`src/rtl/clock_divider_multi.sv`:
```
// Multi-channel programmable clock divider: each channel emits a tick every D
// enabled cycles and a divided clock, with glitch-free ratio updates at period boundaries.

module clock_divider_ch #(
    parameter int CNT_W       = 8,
    parameter int DEFAULT_DIV = 2
) (
    input  logic             clk,
    input  logic             rst_n,
    input  logic             run,
    input  logic             en,
    input  logic             upd,
    input  logic [CNT_W-1:0] cfg_div,
    output logic             tick,
    output logic             clkd,
    output logic             pend
);
    localparam logic [CNT_W-1:0] DEF = CNT_W'(DEFAULT_DIV);

    logic [CNT_W-1:0] cnt, div_act, div_nxt, d_cur;
    logic             en_q, rise, wrap, direct;

    function automatic logic [CNT_W-1:0] eff(input logic [CNT_W-1:0] d);
        return (d == '0) ? CNT_W'(1) : d;
    endfunction

    // On an enable rise the incoming ratio must already govern the first period.
    always_comb begin
        rise   = en & ~en_q;
        d_cur  = (rise && upd) ? eff(cfg_div) : eff(div_act);
        wrap   = en && (cnt == d_cur - CNT_W'(1));
        direct = upd && (!en || rise || wrap);
    end

    always_ff @(posedge clk or negedge rst_n) begin
        if (!rst_n) begin
            cnt     <= '0;
            div_act <= DEF;
            div_nxt <= DEF;
            pend    <= 1'b0;
            tick    <= 1'b0;
            clkd    <= 1'b0;
            en_q    <= 1'b0;
        end else if (run) begin
            en_q <= en;
            if (direct)
                div_act <= cfg_div;
            else if (pend && (!en || wrap))
                div_act <= div_nxt;

            if (!en || wrap)
                pend <= 1'b0;
            else if (upd && !rise) begin
                div_nxt <= cfg_div;
                pend    <= 1'b1;
            end

            if (!en) begin
                cnt  <= '0;
                tick <= 1'b0;
                clkd <= 1'b0;
            end else if (wrap) begin
                cnt  <= '0;
                tick <= 1'b1;
                clkd <= ~clkd;
            end else begin
                cnt  <= cnt + CNT_W'(1);
                tick <= 1'b0;
            end
        end
    end
endmodule

module clock_divider_multi #(
    parameter int NUM_CH      = 4,
    parameter int CNT_W       = 8,
    parameter int DEFAULT_DIV = 2,
    localparam int CH_W       = (NUM_CH > 1) ? $clog2(NUM_CH) : 1
) (
    input  logic              clk,
    input  logic              rst_n,
    input  logic [NUM_CH-1:0] en_i,
    input  logic              cfg_valid_i,
    output logic              cfg_ready_o,
    input  logic [CH_W-1:0]   cfg_ch_i,
    input  logic [CNT_W-1:0]  cfg_div_i,
    output logic [NUM_CH-1:0] tick_o,
    output logic [NUM_CH-1:0] clk_div_o,
    output logic [NUM_CH-1:0] pending_o
);
    logic              run_q;
    logic [NUM_CH-1:0] upd;

    // Reset deasserts on a clock edge; channels start counting on the edge after.
    always_ff @(posedge clk or negedge rst_n) begin
        if (!rst_n)
            run_q <= 1'b0;
        else
            run_q <= 1'b1;
    end

    // Out-of-range channel numbers match nothing, so they are accepted and dropped.
    always_comb begin
        cfg_ready_o = 1'b1;
        for (int k = 0; k < NUM_CH; k++)
            if (cfg_ch_i == CH_W'(k))
                cfg_ready_o = !pending_o[k];
    end

    for (genvar g = 0; g < NUM_CH; g++) begin : g_ch
        assign upd[g] = cfg_valid_i && cfg_ready_o && (cfg_ch_i == CH_W'(g));

        clock_divider_ch #(
            .CNT_W       (CNT_W),
            .DEFAULT_DIV (DEFAULT_DIV)
        ) u_ch (
            .clk     (clk),
            .rst_n   (rst_n),
            .run     (run_q),
            .en      (en_i[g]),
            .upd     (upd[g]),
            .cfg_div (cfg_div_i),
            .tick    (tick_o[g]),
            .clkd    (clk_div_o[g]),
            .pend    (pending_o[g])
        );
    end
endmodule
```
`config.mk`:
```
export PLATFORM = sky130hd
export DESIGN_NAME = clock_divider_multi
export DESIGN_NICKNAME = d
export VERILOG_FILES = /design/src/rtl/clock_divider_multi.sv
export SDC_FILE = /design/constraint.sdc
export NUM_CORES = 1
export LEC_CHECK = 0
export BUFFER_PORTS_ARGS = -buffer_cell sky130_fd_sc_hd__buf_2
export CORE_MARGIN = 2
export CORE_UTILIZATION = 45
export CTS_CLUSTER_DIAMETER = 40
export DETAILED_ROUTE_END_ITERATION = 16
export SKIP_LAST_GASP = 1
export SLEW_MARGIN = 20
export SYNTH_ARGS = -nofsm -noshare
export SYNTH_HDL_FRONTEND = slang
export SYNTH_SLANG_ARGS = --single-unit
```
`constraint.sdc`:
```
create_clock -name clk -period 4.6 [get_ports clk]
set_input_delay 0.69 -clock clk [delete_from_list [all_inputs] [get_ports clk]]
set_output_delay 0.69 -clock clk [all_outputs]
set_load 0.02 [all_outputs]
```
# After elaboration in Yosys (flattened, before gate mapping)
# Index checks and enable logic that the tools add are counted.
# Widths: inputs -> output; s select.
[totals]
romBits = 0
n_memories = 0
mem_bits_rw = 0
out_inout_bits = 13
latchBits = 0
ff_bits = 113
input_bits = 17
[op_classes]
n_reduce_logical = 79
mux = 53
n_addsub = 8
shifts = 0
n_div = 0
eq_ne = 11
magnitude_cmp = 0
n_mul = 0
bitwise = 16
[ops]
columns = ["cell", "count"]
rows = [
  ["$mux 8", 25],
  ["$logic_not 8->1", 5],
  ["$add 8x1->8 const B", 4],
  ["$eq 8x8->1", 4],
  ["$sub 8x1->8 const B", 4],
  ["$mux 1", 28],
  ["$logic_and 1x1->1", 25],
  ["$reduce_and 2->1", 12],
  ["$reduce_bool 2->1", 8],
  ["$logic_not 1->1", 12],
  ["$logic_or 1x1->1", 12],
  ["$not 1->1", 12],
  ["$reduce_and 3->1", 4],
  ["$ne 2x1->1 const B", 4],
  ["$and 1x1->1", 4],
  ["$eq 2x2->1 const B", 2],
  ["$eq 2x1->1 const B", 1],
  ["$logic_not 2->1", 1],
]

# Longest topological paths before layout
# Gate-level depths: netlist (run 1).
[depth]
ltp_word = 16
mapped_depth = 17
depth_no_buf = 14

# Modules after synthesis
# From an unflattened synthesis (run 1), not the netlist that was laid out.
[hier_totals]
cells_unflattened = 855
hier_area_um2 = 7816.2
[modules_own_cells]
columns = ["module", "cells_each", "n_inst", "seq_area_each_um2", "area_per_inst_um2"]
rows = [
  ["clock_divider_ch (g_ch[1].u_ch ...)", 219, 2, 703.2, 1938.1],
  ["clock_divider_ch (g_ch[0].u_ch)", 223, 1, 703.2, 1971.9],
  ["clock_divider_ch (g_ch[3].u_ch)", 185, 1, 703.2, 1878.1],
  ["clock_divider_multi", 9, 1, 25.0, 90.1],
]

# Least setup slack after synthesis (run 1)
# No wires, ideal clock.
[synth_path]
kind = "in2reg"
start = "input port en_i[2]"
end = "register g_ch[2].u_ch.div_nxt[0]"
arrival_ns = 4.489
slack_ns = -0.014
n_path_buf = 3
cell_stages = 16
setup_time_ns = 0.125
cell_sequence = "clkbuf_1 > nor2b_1 > nand2_2 > mux2_2 > ha_1 > or3b_2 > a2111oi_0 > a211oi_1 > a221o_1 > nand2_1 > a211o_1 > buf_2 > nand2_1 > or4_1 > buf_2 > mux2_2"
[synth_between]
elab_chain_len = 9
word_cells_on_any_way = 12
[synth_rtl]
columns = ["item", "line_no", "source"]
rows = [
  ["start, declared", "82", "input logic [NUM_CH-1:0] en_i,"],
  ["$and 1x1->1", "29", "rise = en & ~en_q;"],
  ["$logic_and 1x1->1", "30", "d_cur = (rise && upd) ? eff(cfg_div) : eff(div_act);"],
  ["$mux 8", "30", ""],
  ["$sub 8x1->8", "31", "wrap = en && (cnt == d_cur - CNT_W'(1));"],
  ["$eq 8x8->1", "31", ""],
  ["$logic_and 1x1->1", "31", ""],
  ["$logic_or 1x1->1", "51", "if (!en || wrap)"],
  ["$not 1->1 (no line)", "--", ""],
  ["$reduce_and 3->1 (no line) (*)", "--", ""],
  ["end signal, assigned", "54", "div_nxt <= cfg_div;"],
  ["end, declared", "20", "logic [CNT_W-1:0] cnt, div_act, div_nxt, d_cur;"],
]
# Mark *: on every way between the ends. The rest lies on a longest branch, timed or not.
# A chain may end at the register's enable or synchronous reset.

# Worst setup path after layout (run 1)
[layout_path]
start = "input port cfg_div_i[3]"
end = "register g_ch[0].u_ch.div_act[5]"
[layout_between]
elab_chain_len = 10
word_cells_on_any_way = 13
[layout_rtl]
columns = ["item", "line_no", "source"]
rows = [
  ["start, declared", "86", "input logic [CNT_W-1:0] cfg_div_i,"],
  ["$logic_not 8->1", "24", "return (d == '0) ? CNT_W'(1) : d;"],
  ["$mux 8 (*)", "24", ""],
  ["$mux 8 (*)", "30", ""],
  ["$sub 8x1->8 (*)", "31", ""],
  ["$eq 8x8->1 (*)", "31", ""],
  ["$logic_and 1x1->1 (*)", "31", ""],
  ["$logic_or 1x1->1, on equally long branches", "48, 32", ""],
  ["$logic_and 1x1->1, on equally long branches", "48, 32", ""],
  ["$reduce_bool 2->1 (no line)", "--", ""],
  ["$reduce_and 2->1 (no line)", "--", ""],
  ["end signal, assigned", "47", "div_act <= cfg_div;"],
  ["end signal, assigned", "49", "div_act <= div_nxt;"],
  ["end, declared", "20", ""],
]
# Marked as above.

==> results.md, run 1 <==
* Leak Pwr at 0.00378 uW
* Final Setup Violations at 0
* DIE AREA at 17600 um2
* Warnings from Yosys at 0
* FF+latch count, synth at 113
* Vias at 6174
* Unrepaired setup endpoints after global routing: false
* Gpl congestion at between 0.9 and 1
* Floorplan die width at approximately 130 um
* Mapped Area at about 7500 um2
* Critical path type: input port to register
* Final cell count without fillers at 1042
* Final WL at 19800 um
* Clock latency on the worst-skew pair at 420 ps
* Crit path launch type: input port
* Layout cells sized above 1 at 20.7%
* Largest net degree at the start of global routing at 53
* Initial antenna violation count at 0
* TritonCTS clock tree: yes
* Fin nets at approximately 840
* Layout overhead on the synthesized area at 14.6%
* Hpwl dp at roughly 14000 um
* DRT antenna net count at 0
* Post-placement cell count at 1011
* Ys async rst share at 100%
* Post-synth top flop: dfrtp_1
* Global route total overflow at 0
* Outcome: completed
* Syn Area/Cell at 9.56 um2
* Crit end category: register
* Gate Count Post-Synth at around 780
* # fillers at 1465
* IO Pins at 30
* Storage cell area at 2840 um2
* Post-route DRC at 0
* Period minus WS final at 4340 ps
* WP data arrival at 4620 ps
* Total of max-cap violations at 0
* Area of the multi-input gates at 4290 um2
* Cts bufs inserted at 17
* Final hold vios at 0
* Worst Tran Pin Value at 942 ps
* Setup TNS at 0 ps
* Final worst slack at 258 ps
* Pins Over Slew Limit at 0
* R2R Setup Slk at 320 ps
* Die Ht at 133 um
* Worst Path Max Fanout at 8
* Maximum VDD drop at 276 uV
* Pwr Total at 4160 uW
* Post-synth EDFFs at 0
* Syn nets at slightly above 800
* Number of port buffers at 29
* WL per Instance at 19.0 um
* Worst min path class: input port to async pin
* Vias in the first global route at 6098
* First-pass DRT Iterations at 5
* Cts hold-fix bufs at 0
* Root Driver: clkbuf_16
* FP Rows at between 40 and 50
* Antenna Cells at 0
* Initial Util at 45.5%
* CORE AREA at 16400 um2
* # Post-CTS Setup Buffers at 0
* DP Worst Slack at -172 ps
* H-Tree Depth at 4
* Clock transition at path regs at 50 ps
* Seq/Total Area, Yosys at 38.0%
* Period utilisation layout at 94.4%
* Highest clock rate at 230 MHz
* Required @ worst endpoint at 4880 ps
* Pwr/cell area at 486 nW/um2
* Distinct cells, synth at 72
* CTS sink cnt at 113
* Final hold slack at 298 ps
* Global-route usage over all layers at 23.0%
* Slew Limit Headroom at a little under two fifths
* Drt via density at 5.93
* Global-route wire length before repair at ~32000 um
* Bufs on Longest Clock Path at 2
* Fin Clk Skew at roughly 5 ps
* Initial DRC count at 475
layer usage:
layer,track usage (%),part of all wire (%),vias up
li1,-,-,2932
met3,4.48,4.6,37
met4,8.84,2.4,0
met5,0,0,-
met2,36.7,47,166
met1,31.1,46,3039
critical path: stages:
cell     delay [ps]
buf_2           140
or4_1           570
o41a_1          470
mux2i_1         310
inv_1            80
ha_1            260
nor3b_1         170
xnor2_1         140
mux2i_1         170
xnor2_1         130
nand4_1         160
or4_1           540
a31oi_4         450
mux2i_1         240
a21oi_1          80
Yosys cell counts (18+ instances only):
| master | n | area, um2 |
|---|---|---|
| a21oi_1 | 45 | 225 |
| clkbuf_1 | 31 | 116 |
| and3_1 | 21 | 131 |
| dfrtp_1 | 105 | 2630 |
| o21ai_0 | 31 | 155 |
| nor2_1 | 62 | 233 |
| mux2i_1 | 54 | 541 |
| mux2_2 | 45 | 507 |
| nor2b_1 | 32 | 200 |
| nand3_1 | 18 | 90.1 |
| xnor2_1 | 33 | 289 |
| nand2_1 | 35 | 131 |
cells in the final DEF (no fill, tap or decap), types with 18 or more instances in the layout:
master   count
nand2_1     35
dfrtp_1    105
buf_2       28
buf_4       41
and3_1      21
mux2i_1     54
a21oi_1     45
xnor2_1     33
nand3_1     18
mux2_2      45
nor2b_1     31
nor2_1      62
o21ai_0     31
metrics by stage:
step / instance area (um2) / util (%)
3_5_place_dp: 7910 / 48.2
6_report: 8550 / 52.1
3_3_place_gp: 7910 / 48.2
4_1_cts: 8550 / 52.1
2_1_floorplan: 7470 / -
5_1_grt: 8550 / 52.1
cell type report:
cell class                 instances  area share (%)
multi-input combinational        593            50.2
sequential                       113            33.2
clock buffer                      20            5.34
timing repair buffer              69            5.24
tap                              220            3.22
clock inverter                    11            2.17
inverter                          16           0.702
final timing paths:
path,startpoint,cells past startpoint,end
min in group clk,g_ch[1].u_ch.div_nxt[0],2,g_ch[1].u_ch.div_nxt[0]
setup / recovery,cfg_div_i[3],15,g_ch[0].u_ch.div_act[5]
setup reg to reg,g_ch[2].u_ch.pend,13,g_ch[2].u_ch.div_nxt[4]
max in group asynchronous,rst_n,2,g_ch[2].u_ch.div_nxt[1]
hold / removal,rst_n,1,g_ch[1].u_ch.cnt[6]
hold reg to reg,g_ch[1].u_ch.div_nxt[0],2,g_ch[1].u_ch.div_nxt[0]
registers in the layout (all words and copies together) (netlist names):
name               flops
g_ch.u_ch.clkd         4
g_ch.u_ch.pend         4
g_ch.u_ch.tick         4
g_ch.u_ch.div_act     32
run_q                  1
g_ch.u_ch.en_q         4
g_ch.u_ch.cnt         32
g_ch.u_ch.div_nxt     32
cell families after synthesis:
group	share of synthesized area, %
AOI/OAI and AO/OA	16.5
xor gates and xnor gates	5.87
DFF	38.0
muxes	14.3
adders and majority gates	1.34
and+or+nand+nor	19.2
buffers and inverters	4.63
other	0.0502
power breakdown:
group	switching, uW	internal (uW)	leakage [uW]	total, uW
Clock	468	981	0.000312	1450
Sequential	248	1220	0.00145	1470
Combinational	647	592	0.00202	1240
what timing repair did:
item / CTS / global route
endpoints found under the hold margin: 0 / 0
gates resized for setup: 0 / 1
setup endpoints to repair: 0 / 3
No activity file was read; power rests on OpenSTA's default activity.
==> inputs of run 2 (changes only) <==
--- a/config.mk
+++ b/config.mk
@@ -10,6 +10,7 @@
 export CORE_UTILIZATION = 45
 export CTS_CLUSTER_DIAMETER = 40
 export DETAILED_ROUTE_END_ITERATION = 16
+export REMOVE_ABC_BUFFERS = 1
 export SKIP_LAST_GASP = 1
 export SLEW_MARGIN = 20
 export SYNTH_ARGS = -nofsm -noshare
==> run 2 against run 1 <==
Hold slack lost 100 ps. Cell count is 0.86% higher. Core utilization about the same. Power fell by 3.3%.
==> results.md, run 2 (synthesis gave the netlist of run 1 again) <==
* Outcome: completed
* Gpl congestion at between 0.8 and 0.9
* Pins Over Slew Limit at 0
* Maximum VDD drop at 286 uV
* Period minus WS final at around 4200 ps
* Layout cells sized above 1 at a little over a fifth
* Clock transition at path regs at 50 ps
* Worst min path class: input port to async pin
* WL per Instance at 18.7 um
* FP Rows at 47
* Clock latency on the worst-skew pair at 420 ps
* Switching power share of the total at approximately 34%
* Global-route usage over all layers at 23.1%
* CORE AREA at 16400 um2
* Period utilisation layout at approximately 92%
* Final Setup Violations at 0
* Vias at between 6000 and 7000
* Largest registers: g_ch.u_ch.cnt x32, g_ch.u_ch.div_act x32, g_ch.u_ch.div_nxt x32
* Comb pwr share at 31.5%
* Initial DRC count at 611
* Number of port buffers at 29
* Slew Limit Headroom at 32.1%
* Cts hold-fix bufs at 0
* Fin Clk Skew at 10.9 ps
* Total of max-cap violations at 0
* Crit end category: register
* H-Tree Depth at 4
* Most common cell after layout, fill and taps aside: dfrtp_1
* Global-route wire length before repair at 32200 um
* CTS sink cnt at about 110
* Bufs on Longest Clock Path at 2
* First-pass DRT Iterations at 6
* Pint at 2650 uW
* Post-route DRC at 0
* Antenna Cells at 0
* Leak Pwr at 0.00378 uW
* Worst Tran Pin Value at 1010 ps
* Hpwl dp at 13600 um
* Final worst slack at 354 ps
* Final hold vios at 0
* Final WL at about 20000 um
* Cts bufs inserted at 17
* Layout overhead on the synthesized area at 14.5%
* Fin nets at 843
* DP Worst Slack at -120 ps
* Root Driver: clkbuf_16
* Clk pwr share at 32.0%
* Post-placement cell count at between 1000 and 1500
* Unrepaired setup endpoints after global routing: false
* # Post-CTS Setup Buffers at 0
* Final hold slack at between 150 and 200 ps
* Final cell count without fillers at 1051
* Required @ worst endpoint at 4900 ps
* Pwr/cell area at 470 nW/um2
* Sequential share of power at around 37%
* Critical path type: input port to register
* Floorplan die width at 133 um
* Worst Path Max Fanout at 8
* WP data arrival at between 4000 and 5000 ps
* Initial antenna violation count at 0
* Commonest cells after routing, fill and taps aside: 105 x dfrtp_1, 62 x nor2_1, 54 x mux2i_1
* Vias in the first global route at 6222
* Highest clock rate at 236 MHz
* Sw power at 1370 uW
* Die Ht at 133 um
* CTS resizes at 0
* IO Pins at 30
* Crit path launch type: input port
* DRT antenna net count at 0
* Initial Util at roughly 45%
* DIE AREA at 17600 um2
* Global route total overflow at 0
* Largest net degree at the start of global routing at 46
* Drt via density at 5.98
* TritonCTS clock tree: yes
-- run 2: worst paths after layout --
kind | end | start | cells after the start | slack (ps)
hold / removal | g_ch[1].u_ch.cnt[4] | rst_n | 1 | 200
min in group clk | g_ch[3].u_ch.tick | g_ch[3].u_ch.tick | 1 | 480
max in group asynchronous | g_ch[2].u_ch.div_act[1] | rst_n | 2 | 3500
setup / recovery | g_ch[1].u_ch.div_act[5] | cfg_div_i[3] | 15 | 350
hold reg to reg | g_ch[3].u_ch.tick | g_ch[3].u_ch.tick | 1 | 480
setup reg to reg | g_ch[2].u_ch.div_nxt[5] | g_ch[2].u_ch.pend | 13 | 370
-- run 2: power by group through the flow --
stage / combinational (uW) / clock, uW / sequential [uW]
finish: 1270 / 1280 / 1470
global placement: 1220 / 0 / 1470
global route: 1410 / 1350 / 1510
floorplan: 915 / 0 / 1430
CTS: 1260 / 1310 / 1460
detailed placement: 1250 / 0 / 1480
-- run 2: worst max-delay path, cell delays in order --
cell and delay (ps):
buf_2 100, or4_1 560, o41a_1 450, o21a_1 250, ha_1 240, nor3b_1 160, xor2_1 150, mux2i_1 190
xnor2_1 140, a2111oi_0 70, buf_4 140, a31o_2 230, o21ai_1 780, mux2i_1 290, a21oi_1 90
-- run 2: layout make-up --
class | instances | area (um2)
multi-input combinational | 593 | 4280
sequential | 113 | 2840
inverter | 16 | 60.1
tap | 220 | 275
timing repair buffer | 77 | 520
clock inverter | 11 | 113
fill | 1462 | 7860
clock buffer | 21 | 460
-- run 2: per-stage QoR --
stage / power (uW) / utilization, % / setup TNS, ps / cell area, um2
4_1_cts: 4030 / 52.1 / 0 / 8550
3_5_place_dp: 2730 / 48.6 / -846 / 7980
2_1_floorplan: 2340 / - / -8410 / 7180
6_report: 4020 / 52.1 / 0 / 8550
5_1_grt: 4260 / 52.1 / 0 / 8550
3_3_place_gp: 2690 / 48.6 / 0 / 7980
-- run 2: per-layer routing --
layer | vias up | routed length [um] | global-route usage, %
li1 | 2949 | - | -
met1 | 3121 | 9250 | 31.2
met2 | 188 | 9150 | 37.3
met3 | 27 | 944 | 4.71
met4 | 0 | 319 | 7.47
met5 | - | 0 | 0
==> inputs of run 3 (changes only) <==
--- a/config.mk
+++ b/config.mk
@@ -7,10 +7,9 @@
 export LEC_CHECK = 0
 export BUFFER_PORTS_ARGS = -buffer_cell sky130_fd_sc_hd__buf_2
 export CORE_MARGIN = 2
-export CORE_UTILIZATION = 45
+export CORE_UTILIZATION = 40
 export CTS_CLUSTER_DIAMETER = 40
 export DETAILED_ROUTE_END_ITERATION = 16
-export REMOVE_ABC_BUFFERS = 1
 export SKIP_LAST_GASP = 1
 export SLEW_MARGIN = 20
 export SYNTH_ARGS = -nofsm -noshare
==> run 3 against run 2 <==
Core utilization is 5.1 points lower. Fmax is 1.3% lower. Sequential cell count stayed put. Power is 0.33% lower. Clock power hardly changed. Hold slack better by 180 ps. Routed wire length is 0.44% lower. Largest cell class unchanged. Design area is 0.25% lower. Non-clock buffer count is 4 lower. Critical path type is now register to register. Cell count is 0.48% higher. Clock skew is 5.5 ps lower.
==> results.md, run 3 (synthesis gave the netlist of run 1 again) <==
* Outcome: completed
* Bufs on Longest Clock Path at 2
* Fin Clk Skew at 5.46 ps
* Pwr Total at between 4000 and 5000 uW
* Vias at around 6300
* Final hold vios at 0
* Leak Pwr at 0.00376 uW
* Capturing point of the worst reg2reg path: g_ch[2].u_ch.div_nxt[3]
* Layout overhead on the synthesized area at 14.2%
* Gpl congestion at 0.897
* Largest registers: g_ch.u_ch.cnt x32, g_ch.u_ch.div_act x32, g_ch.u_ch.div_nxt x32
* Dpl cell area at between 7000 and 8000 um2
* Global-route wire length before repair at 32400 um
* Crit end category: register
* Floorplan die width at ~140 um
* Worst Path Max Fanout at 8
* DRT antenna net count at 0
* Slew Limit Headroom at between 40% and 50%
* IO Pins at 30
* DIE AREA at 19800 um2
* Final Setup Violations at 0
* Crit path launch type: register
* Most common cell after layout, fill and taps aside: dfrtp_1
* Commonest cells after routing, fill and taps aside: 104 x dfrtp_1, 62 x nor2_1, 54 x mux2i_1
* Highest clock rate at 232 MHz
* Reg2reg start: g_ch[2].u_ch.pend
* Number of port buffers at 29
* Worst R2R Path Depth at 15
* Critical path type: register to register
* TritonCTS clock tree: yes
* Core Util, Final at 47.0%
* CORE AREA at 18100 um2
* # Post-CTS Setup Buffers at 0
* Global-route track usage on met3 at 4.31%
* Initial DRC count at slightly above 400
* Final WL at 19600 um
* Final instance area at between 8000 and 9000 um2
* Post-route DRC at 0
* CTS sink cnt at around 110
* FP Rows at 49
* Initial Util at 41.1%
* Initial antenna violation count at 0
* Unrepaired setup endpoints after global routing: false
* Largest net degree at the start of global routing at slightly below 70
* Grt met2 use at 32.4%
* Hpwl dp at 13400 um
* Clock latency on the worst-skew pair at 420 ps
* Maximum VDD drop at 169 uV
* Met1 GRT Util at 28.2%
* Global-route usage over all layers at between 20 and 25%
* First-pass DRT Iterations at 5
* WP data arrival at 4610 ps
* Layout cells sized above 1 at 20.7%
* Drt via density at 5.95
* Cts bufs inserted at 17
* H-Tree Depth at 4
* Cts hold-fix bufs at 0
* Period utilisation layout at 93.5%
* Critical Path Source: g_ch[2].u_ch.pend
* Final hold slack at 381 ps
* Worst Tran Pin Value at 876 ps
* Period minus WS final at around 4300 ps
* Worst min path class: input port to async pin
* Required @ worst endpoint at 4900 ps
* WL per Instance at 18.5 um
* Clock transition at path regs at 50 ps
* Pins Over Slew Limit at 0
* Root Driver: clkbuf_16
* Die Ht at between 100 and 150 um
* Total of max-cap violations at 0
* Fin nets at 839
* Global route total overflow at 0
* Vias in the first global route at 6269
* Pwr/cell area at 470 nW/um2
* R2R Setup Slk at 300 ps
* Antenna Cells at 0
* GRT busiest layer: met2
run 3: changes by cell type in the layout (fill, tap and decap cells not counted), sizes merged:
cell      delta
clkinvlp     -3
clkinv       -1
clkbuf       +4
buf          -4
run 3: layer usage:
metal	wire, um	vias to the layer above	part of all wire [%]
li1	-	2954	-
met1	9140	3092	47
met2	8960	199	46
met3	960	39	4.9
met4	520	0	2.7
met5	0	-	0
run 3: worst max-delay path, cell delays in order, from the launching register on:
cell and delay [ps]:
dfrtp_2 470, nor4bb_2 320, buf_4 230, nand2_2 100
mux2_2 250, ha_1 220, or4b_2 650, a211oi_1 240
a21oi_1 90, a221o_1 350, nand2_1 70, a211o_1 150
nand2_1 80, or4_1 460, buf_4 210, mux2_2 270
run 3: area by class of cell:
cell class | instances | area (um2)
Clock inverter | 7 | 85.1
Inverter | 16 | 60.1
Clock buffer | 25 | 475
Multi-Input combinational cell | 593 | 4290
Tap cell | 229 | 287
Timing Repair Buffer | 73 | 490
Sequential cell | 113 | 2840
Fill cell | 1697 | 9620
run 3: what timing repair did:
item	CTS	global route
hold endpoints to repair	0	0
setup endpoints to repair	0	11
gates resized for setup	0	2
run 3: metrics by stage:
stage / setup slack (ps) / TNS, ps / cells
after floorplan: 41.2 / 0 / 781
after CTS: 298 / 0 / 1056
after global placement: -6.37 / -6.37 / 1024
final: 298 / 0 / 1056
after global routing: 0.583 / 0 / 1056
after detailed placement: -60.0 / -328 / 1024
run 3: report_power, final:
group	switching [uW]	total, uW	leakage [uW]	internal [uW]
logic	652	1260	0.00204	611
registers	246	1470	0.00144	1220
clock network	456	1280	0.000279	819
run 3: worst max path at each step:
stage / to
2_1_floorplan: g_ch[2].u_ch.div_nxt[0]
3_3_place_gp: g_ch[0].u_ch.div_act[3]
3_5_place_dp: g_ch[0].u_ch.div_act[2]
4_1_cts: g_ch[2].u_ch.div_nxt[7]
5_1_grt: g_ch[2].u_ch.div_nxt[2]
6_report: g_ch[2].u_ch.div_nxt[3]
